File: config.mk
export PLATFORM = sky130hd
export DESIGN_NAME = lm70_spi_responder
export DESIGN_NICKNAME = d
export VERILOG_FILES = /design/src/rtl/lm70_pkg.sv /design/src/rtl/lm70_spi_responder_sync_edge_det.sv /design/src/rtl/lm70_spi_responder.sv
export SDC_FILE = /design/constraint.sdc
export NUM_CORES = 1
export LEC_CHECK = 0
export BUFFER_PORTS_ARGS = -buffer_cell sky130_fd_sc_hd__buf_2
export CORE_ASPECT_RATIO = 1.4
export CORE_UTILIZATION = 50
export CTS_CLUSTER_DIAMETER = 200
export DETAILED_ROUTE_END_ITERATION = 8
export PLACE_DENSITY = 0.69
export SLEW_MARGIN = 20
export SYNTH_ARGS = -nofsm -noshare
export SYNTH_HDL_FRONTEND = slang
export SYNTH_SLANG_ARGS = --single-unit
File: constraint.sdc
create_clock -name clk -period 2.8 [get_ports clk]
set_input_delay 0.14 -clock clk [delete_from_list [all_inputs] [get_ports clk]]
set_output_delay 0.14 -clock clk [all_outputs]
set_load 0.02 [all_outputs]
File: src/rtl/lm70_pkg.sv
// rtl/lm70_pkg.sv - shared encodings and constants for the LM70 SPI responder
package lm70_pkg;

  localparam int LM70_FRAME_W = 16;
  localparam int LM70_TEMP_W  = 11;

  localparam logic [4:0]              LM70_PAD         = 5'b11111;
  localparam logic [7:0]              LM70_SHDN_CMD    = 8'hFF;
  localparam logic [LM70_FRAME_W-1:0] LM70_MFG_ID_DEF  = 16'h8101;

  typedef enum logic [1:0] {
    ST_IDLE  = 2'd0,
    ST_READ  = 2'd1,
    ST_WRITE = 2'd2,
    ST_DONE  = 2'd3
  } lm70_state_e;

  // Word presented on SIO during the read phase: ID in shutdown, else padded temperature.
  function automatic logic [LM70_FRAME_W-1:0] lm70_read_frame(
    input logic                        shdn,
    input logic [LM70_TEMP_W-1:0]      temp,
    input logic [LM70_FRAME_W-1:0]     mfg_id
  );
    lm70_read_frame = shdn ? mfg_id : {temp, LM70_PAD};
  endfunction

endpackage

File: src/rtl/lm70_spi_responder_sync_edge_det.sv
// rtl/lm70_spi_responder_sync_edge_det.sv - multi-flop synchronizer with rise/fall pulses
module sync_edge_det #(
  parameter int   STAGES    = 2,
  parameter logic RESET_VAL = 1'b0
) (
  input  logic i_clk,
  input  logic i_rst_n,
  input  logic i_d,
  output logic o_level,
  output logic o_rise,
  output logic o_fall
);

  logic [STAGES-1:0] r_sync;
  logic              r_prev;

  // Shift the async input through the chain and keep a delayed copy of the synced level.
  always_ff @(posedge i_clk) begin
    if (!i_rst_n) begin
      r_sync <= {STAGES{RESET_VAL}};
      r_prev <= RESET_VAL;
    end else begin
      r_sync <= {r_sync[STAGES-2:0], i_d};
      r_prev <= r_sync[STAGES-1];
    end
  end

  assign o_level = r_sync[STAGES-1];
  assign o_rise  = r_sync[STAGES-1] & ~r_prev;
  assign o_fall  = ~r_sync[STAGES-1] & r_prev;

endmodule

File: src/rtl/lm70_spi_responder.sv
// rtl/lm70_spi_responder.sv - LM70 sensor SPI slave: 16-bit read frame then 16-bit command write
module lm70_spi_responder
  import lm70_pkg::*;
#(
  parameter int                      SYNC_STAGES = 2,
  parameter logic [LM70_FRAME_W-1:0] MFG_ID      = LM70_MFG_ID_DEF
) (
  input  logic                   clk,
  input  logic                   rst_n,
  input  logic                   cs_n,
  input  logic                   sck,
  input  logic                   sio_in,
  output logic                   sio_out,
  output logic                   sio_oe,
  input  logic [LM70_TEMP_W-1:0] temp_in,
  input  logic                   temp_load,
  output logic                   shutdown,
  output logic                   frame_done
);

  localparam logic [4:0] BIT_LAST = 5'd15;
  localparam logic [4:0] BIT_FULL = 5'd16;

  logic w_cs_level_unused;
  logic w_cs_rise;
  logic w_cs_fall;
  logic w_sck_level_unused;
  logic w_sck_rise;
  logic w_sck_fall;
  logic w_sio_sync;
  logic w_sio_rise_unused;
  logic w_sio_fall_unused;

  lm70_state_e r_state;
  lm70_state_e w_next_state;

  logic [LM70_FRAME_W-1:0] r_shift_reg;
  logic [LM70_FRAME_W-1:0] r_cmd_shift;
  logic [4:0]              r_bit_cnt;
  logic [LM70_TEMP_W-1:0]  r_temp_reg;
  logic                    r_shutdown;
  logic                    r_sio_out;
  logic                    r_sio_oe;
  logic                    r_frame_done;

  logic w_sio_out_d;
  logic w_sio_oe_d;
  logic w_frame_done_d;
  logic w_cs_abort;

  sync_edge_det #(.STAGES(SYNC_STAGES), .RESET_VAL(1'b1)) u_sync_cs (
    .i_clk   (clk),
    .i_rst_n (rst_n),
    .i_d     (cs_n),
    .o_level (w_cs_level_unused),
    .o_rise  (w_cs_rise),
    .o_fall  (w_cs_fall)
  );

  sync_edge_det #(.STAGES(SYNC_STAGES), .RESET_VAL(1'b0)) u_sync_sck (
    .i_clk   (clk),
    .i_rst_n (rst_n),
    .i_d     (sck),
    .o_level (w_sck_level_unused),
    .o_rise  (w_sck_rise),
    .o_fall  (w_sck_fall)
  );

  sync_edge_det #(.STAGES(SYNC_STAGES), .RESET_VAL(1'b0)) u_sync_sio (
    .i_clk   (clk),
    .i_rst_n (rst_n),
    .i_d     (sio_in),
    .o_level (w_sio_sync),
    .o_rise  (w_sio_rise_unused),
    .o_fall  (w_sio_fall_unused)
  );

  // A chip-select release ends any active frame and takes priority over sck edges.
  assign w_cs_abort = w_cs_rise && (r_state != ST_IDLE);

  // State register.
  always_ff @(posedge clk) begin
    if (!rst_n) begin
      r_state <= ST_IDLE;
    end else begin
      r_state <= w_next_state;
    end
  end

  // Next-state decode: cs release, then cs assert (restart even if not idle), then bit progress.
  always_comb begin
    w_next_state = r_state;
    if (w_cs_abort) begin
      w_next_state = ST_IDLE;
    end else if (w_cs_fall) begin
      w_next_state = ST_READ;
    end else begin
      case (r_state)
        ST_READ:  if (w_sck_fall && (r_bit_cnt == BIT_LAST)) w_next_state = ST_WRITE;
        ST_WRITE: if (r_bit_cnt == BIT_FULL)                  w_next_state = ST_DONE;
        default:  w_next_state = r_state;
      endcase
    end
  end

  // Output decode; the pad is only driven while the read word is being shifted out.
  always_comb begin
    w_sio_oe_d     = (r_state == ST_READ);
    w_sio_out_d    = (r_state == ST_READ) ? r_shift_reg[LM70_FRAME_W-1] : 1'b0;
    w_frame_done_d = w_cs_abort && ((r_state == ST_WRITE) || (r_state == ST_DONE));
  end

  // Registered outputs keep the pad free of decode glitches.
  always_ff @(posedge clk) begin
    if (!rst_n) begin
      r_sio_out    <= 1'b0;
      r_sio_oe     <= 1'b0;
      r_frame_done <= 1'b0;
    end else begin
      r_sio_out    <= w_sio_out_d;
      r_sio_oe     <= w_sio_oe_d;
      r_frame_done <= w_frame_done_d;
    end
  end

  // Temperature holding register; the read word is snapshotted at frame start so loads never tear it.
  always_ff @(posedge clk) begin
    if (!rst_n) begin
      r_temp_reg <= '0;
    end else if (temp_load) begin
      r_temp_reg <= temp_in;
    end
  end

  // Shift datapath, bit counter and command application.
  always_ff @(posedge clk) begin
    if (!rst_n) begin
      r_shift_reg <= '0;
      r_cmd_shift <= '0;
      r_bit_cnt   <= '0;
      r_shutdown  <= 1'b0;
    end else if (w_cs_abort) begin
      r_bit_cnt <= '0;
    end else if (w_cs_fall) begin
      r_shift_reg <= lm70_read_frame(r_shutdown, r_temp_reg, MFG_ID);
      r_bit_cnt   <= '0;
    end else begin
      case (r_state)
        ST_READ: begin
          if (w_sck_fall) begin
            r_shift_reg <= {r_shift_reg[LM70_FRAME_W-2:0], 1'b0};
            r_bit_cnt   <= (r_bit_cnt == BIT_LAST) ? 5'd0 : r_bit_cnt + 5'd1;
          end
        end
        ST_WRITE: begin
          if (r_bit_cnt == BIT_FULL) begin
            r_shutdown <= (r_cmd_shift[7:0] == LM70_SHDN_CMD);
          end else if (w_sck_rise) begin
            r_cmd_shift <= {r_cmd_shift[LM70_FRAME_W-2:0], w_sio_sync};
            r_bit_cnt   <= r_bit_cnt + 5'd1;
          end
        end
        default: begin
        end
      endcase
    end
  end

  assign sio_out    = r_sio_out;
  assign sio_oe     = r_sio_oe;
  assign shutdown   = r_shutdown;
  assign frame_done = r_frame_done;

endmodule

==> Flow_metrics.wiki <==
{| class="wikitable"
! Metric !! Value
|-
| Cell-by-cell trace of the critical path || inv_1 -> ha_1 -> and4bb_1 -> a2bb2oi_2 -> or4b_1 -> a21oi_1
|-
| Die Wd || around 59 um
|-
| Portion of the clock cycle consumed by the worst path in the final layout || 0.659
|-
| Die Height || 81.4 um
|-
| Tot Pwr || 1.38 mW
|-
| Synthesized area per cell || 9.91 sq um
|-
| Final HPWL from detailed placement || 2670 um
|-
| Hold-fix buffers, CTS || 0
|-
| Layout cell share with drive strength beyond 1 || 0.140
|-
| Gate count of the mapped netlist || 227
|-
| Clk slew on worst S/H paths || 0.09 ns
|-
| CTS Buf Count || 5
|-
| Syn nets || 250
|-
| Number of distinct library cells after synthesis || 41
|-
| Top FF cell, synth || sky130_fd_sc_hd__dfxtp_1
|-
| Power Density || 564 mW/mm^2
|-
| Post-synthesis cell area || 0.00225 sq mm
|-
| Setup Total Neg Slack || 0 ns
|-
| Core utilization of the finished layout || 0.573
|-
| Aggregate global routing overflow || 0
|-
| Number of enable flip-flop cells after synthesis || 0
|-
| WL/cell || 12.5 um
|-
| Post-synthesis async set-or-reset flop share || 0
|-
| Relative max-transition margin || 0.494
|-
| Synthesized-area fraction occupied by and/or/nand/nor cells || 0.163
|-
| Total number of vias || 1612
|-
| Worst Tran Pin Value || roughly 0.75 ns
|-
| Synth Area in Compound Gates || 0.157
|-
| Leakage power || 0.953 nW
|-
| VDD IR max || 0.000372 V
|-
| Number of global-route vias before repair || 1530
|-
| Met3 capacity usage during global routing || 0.0287
|-
| Critical path type || flop to flop
|-
| Class of the worst hold path || input port to flop
|-
| Overall track demand over capacity in global routing || 0.175
|-
| Endpoint required time on the critical path || between 3 and 4 ns
|-
| Post-synthesis to final-layout area growth || 8.95%
|-
| Most used routing layer in global routing || met2
|-
| TritonCTS clock tree || yes
|-
| Xor and xnor area share after synthesis || 0
|-
| Combinational family with the most area after synthesis || simple AND/OR/NAND/NOR gates
|-
| Count of nets after finishing || 266
|-
| Count of maximum capacitance violations || 0
|-
| Worst-case reg-to-reg path depth || 6
|-
| Largest net degree at the start of global routing || 31
|-
| Area of the die || 0.00478 sq mm
|-
| Number of detailed-route iterations in the first pass || 4
|-
| DRC marker count from the first detailed-route iteration || 50
|-
| Clock sinks || 54
|-
| Buffers inserted by post-CTS timing repair || 0
|-
| Clock period minus worst slack || 1.85 ns
|-
| Crit end category || flop
|-
| Count of nets left with antenna violations after detail routing || 0
|-
| Max FFs per register || 16
|-
| Multiplexer area fraction after synthesis || 0.120
|-
| # IOs || 21
|-
| Number of placement rows || 28
|-
| Via/cell ratio || between 5 and 6
|-
| Number of antenna violations at the first check in global routing || 0
|-
| Starting density of the core || 0.526
|-
| Number of diodes added for antenna fixing || 0
|-
| Drc violations || 0
|-
| Global-route wire length before repair || about 6500 um
|-
| Count of endpoints failing setup in the final report || 0
|-
| Result of the run || completed
|-
| Maximum count of clock buffers along a single path || 2
|-
| Worst hold path cell count || 2
|-
| Final Skew || 0.00468 ns
|-
| Critical path launch point type || flop
|-
| Final Hold Vio Count || 0
|-
| Slowest stage cell, crit path || sky130_fd_sc_hd__or4b_1
|-
| Met1 layer usage reported by global route || 0.194
|-
| Gp weighted congestion || 0.725
|-
| Share of synthesized cell area in full adder, half adder and majority cells || 0.0334
|-
| Total length of routed wires || about 3800 um
|-
| Resize count post-CTS || 0
|-
| Maximum fanout along the worst path || 10
|-
| Warnings, synthesis || 0
|-
| Count of state elements after synthesis || 54
|-
| Sequential fraction of the synthesis area || 0.481
|-
| Maximum level of the CTS H-tree || 2
|-
| Standard cell core area || 0.00427 sq mm
|-
| GR Layer Usage met2 || 0.325
|-
| Cell chosen for the clock root || sky130_fd_sc_hd__clkbuf_8
|-
| Input/output buffers || 20
|-
| Endpoint arrival time on the critical path || 2.08 ns
|-
| Final Slew Violations || 0
|-
| Setup repair after global routing missed its margin || no
|-
| Maximum clock frequency || 542 MHz
|-
| Clock latency on the worst-skew pair || ~0.3 ns
|-
| Stage delay of the slowest cell on the critical path || around 0.51 ns
|}
per-layer routing:
metal | up-vias | wire, um
met3 | 6 | 72
met2 | 18 | 1960
met5 | - | 0
li1 | 840 | -
met4 | 0 | 65
met1 | 748 | 1690
worst max-delay path, delay by kind of cell, from the launching register on:
kind                     cells  cell delay (ns)
AND/OR/NAND/NOR              2             0.76
flip-flops                   1             0.34
adder cells (fa/ha/maj)      1             0.34
AO/OA/AOI/OAI                2             0.23
buffers and inverters        1             0.10
cell type report:
cell class | instances | area (sq um)
Tap cell | 60 | 75.1
Sequential cell | 54 | 1080
Inverter | 8 | 30.0
Fill cell | 428 | 1820
Clock inverter | 2 | 15.0
Timing Repair Buffer | 22 | 115
Multi-Input combinational cell | 152 | 1070
Clock buffer | 5 | 68.8
Yosys cell counts (all sizes together) (4+ instances only):
cell type | count | area share
dfxtp | 54 | 0.48
a21oi | 28 | 0.062
mux2i | 27 | 0.12
nand3 | 14 | 0.031
nor2 | 12 | 0.020
o21ai | 12 | 0.027
a211oi | 9 | 0.030
buf | 7 | 0.022
and2 | 6 | 0.017
clkbuf | 6 | 0.010
ha | 6 | 0.033
inv | 6 | 0.010
nand2b | 5 | 0.014
nand2 | 4 | 0.0067
power breakdown:
group / internal, mW / switching, mW / total [mW]
clock: 0.171 / 0.246 / 0.417
combinational: 0.0605 / 0.0861 / 0.147
sequential: 0.801 / 0.0183 / 0.819
total: 1.03 / 0.350 / 1.38
per-stage QoR:
stage / area (sq um) / hold slack (ns) / worst slack [ns] / instances
after floorplan: 2250 / 0.241 / 1.03 / 227
after global placement: 2370 / 0.319 / 1.01 / 296
after detailed placement: 2370 / 0.328 / 0.978 / 296
after CTS: 2450 / 0.00640 / 0.948 / 303
after global routing: 2450 / 0.00795 / 0.768 / 303
final: 2450 / 0.0130 / 0.954 / 303
kinds of logic (layout without fill, tap and decap cells):
kind of cell / Yosys count / after routing
fa+ha+maj: 6 / 6
compound gates: 59 / 59
buf+inv: 21 / 37
flops: 54 / 54
simple gates: 60 / 60
mux: 27 / 27
worst paths after layout:
path / start / to / slack (ns)
hold reg to reg: u_sync_cs.r_sync[0]$_SDFF_PN1_ / u_sync_cs.r_sync[1]$_SDFF_PN1_ / 0.42
setup reg to reg: r_state[0]$_SDFFE_PP0P_ / r_bit_cnt[4]$_SDFFE_PP0P_ / 0.95
hold / removal: cs_n / u_sync_cs.r_sync[0]$_SDFF_PN1_ / 0.01
setup / recovery: r_state[0]$_SDFFE_PP0P_ / r_bit_cnt[4]$_SDFFE_PP0P_ / 0.95
layout by cell type (no fill, tap or decap), drive strengths merged, types with 2 or more instances in the layout:
master	netlist	layout
and3	3	3
ha	6	6
mux2i	27	27
nand2b	5	5
clkbuf	6	5
nor2	12	12
a211oi	9	9
nand4	2	2
nor2b	2	2
o31ai	2	2
clkinv	2	2
and2	6	6
nand3	14	14
or3	3	3
nand2	4	4
o21ai	12	12
dfxtp	54	54
inv	6	6
o21a	2	2
buf	7	22
a21oi	28	28
clkinvlp	0	2
Power figures use the tool's default switching activity.
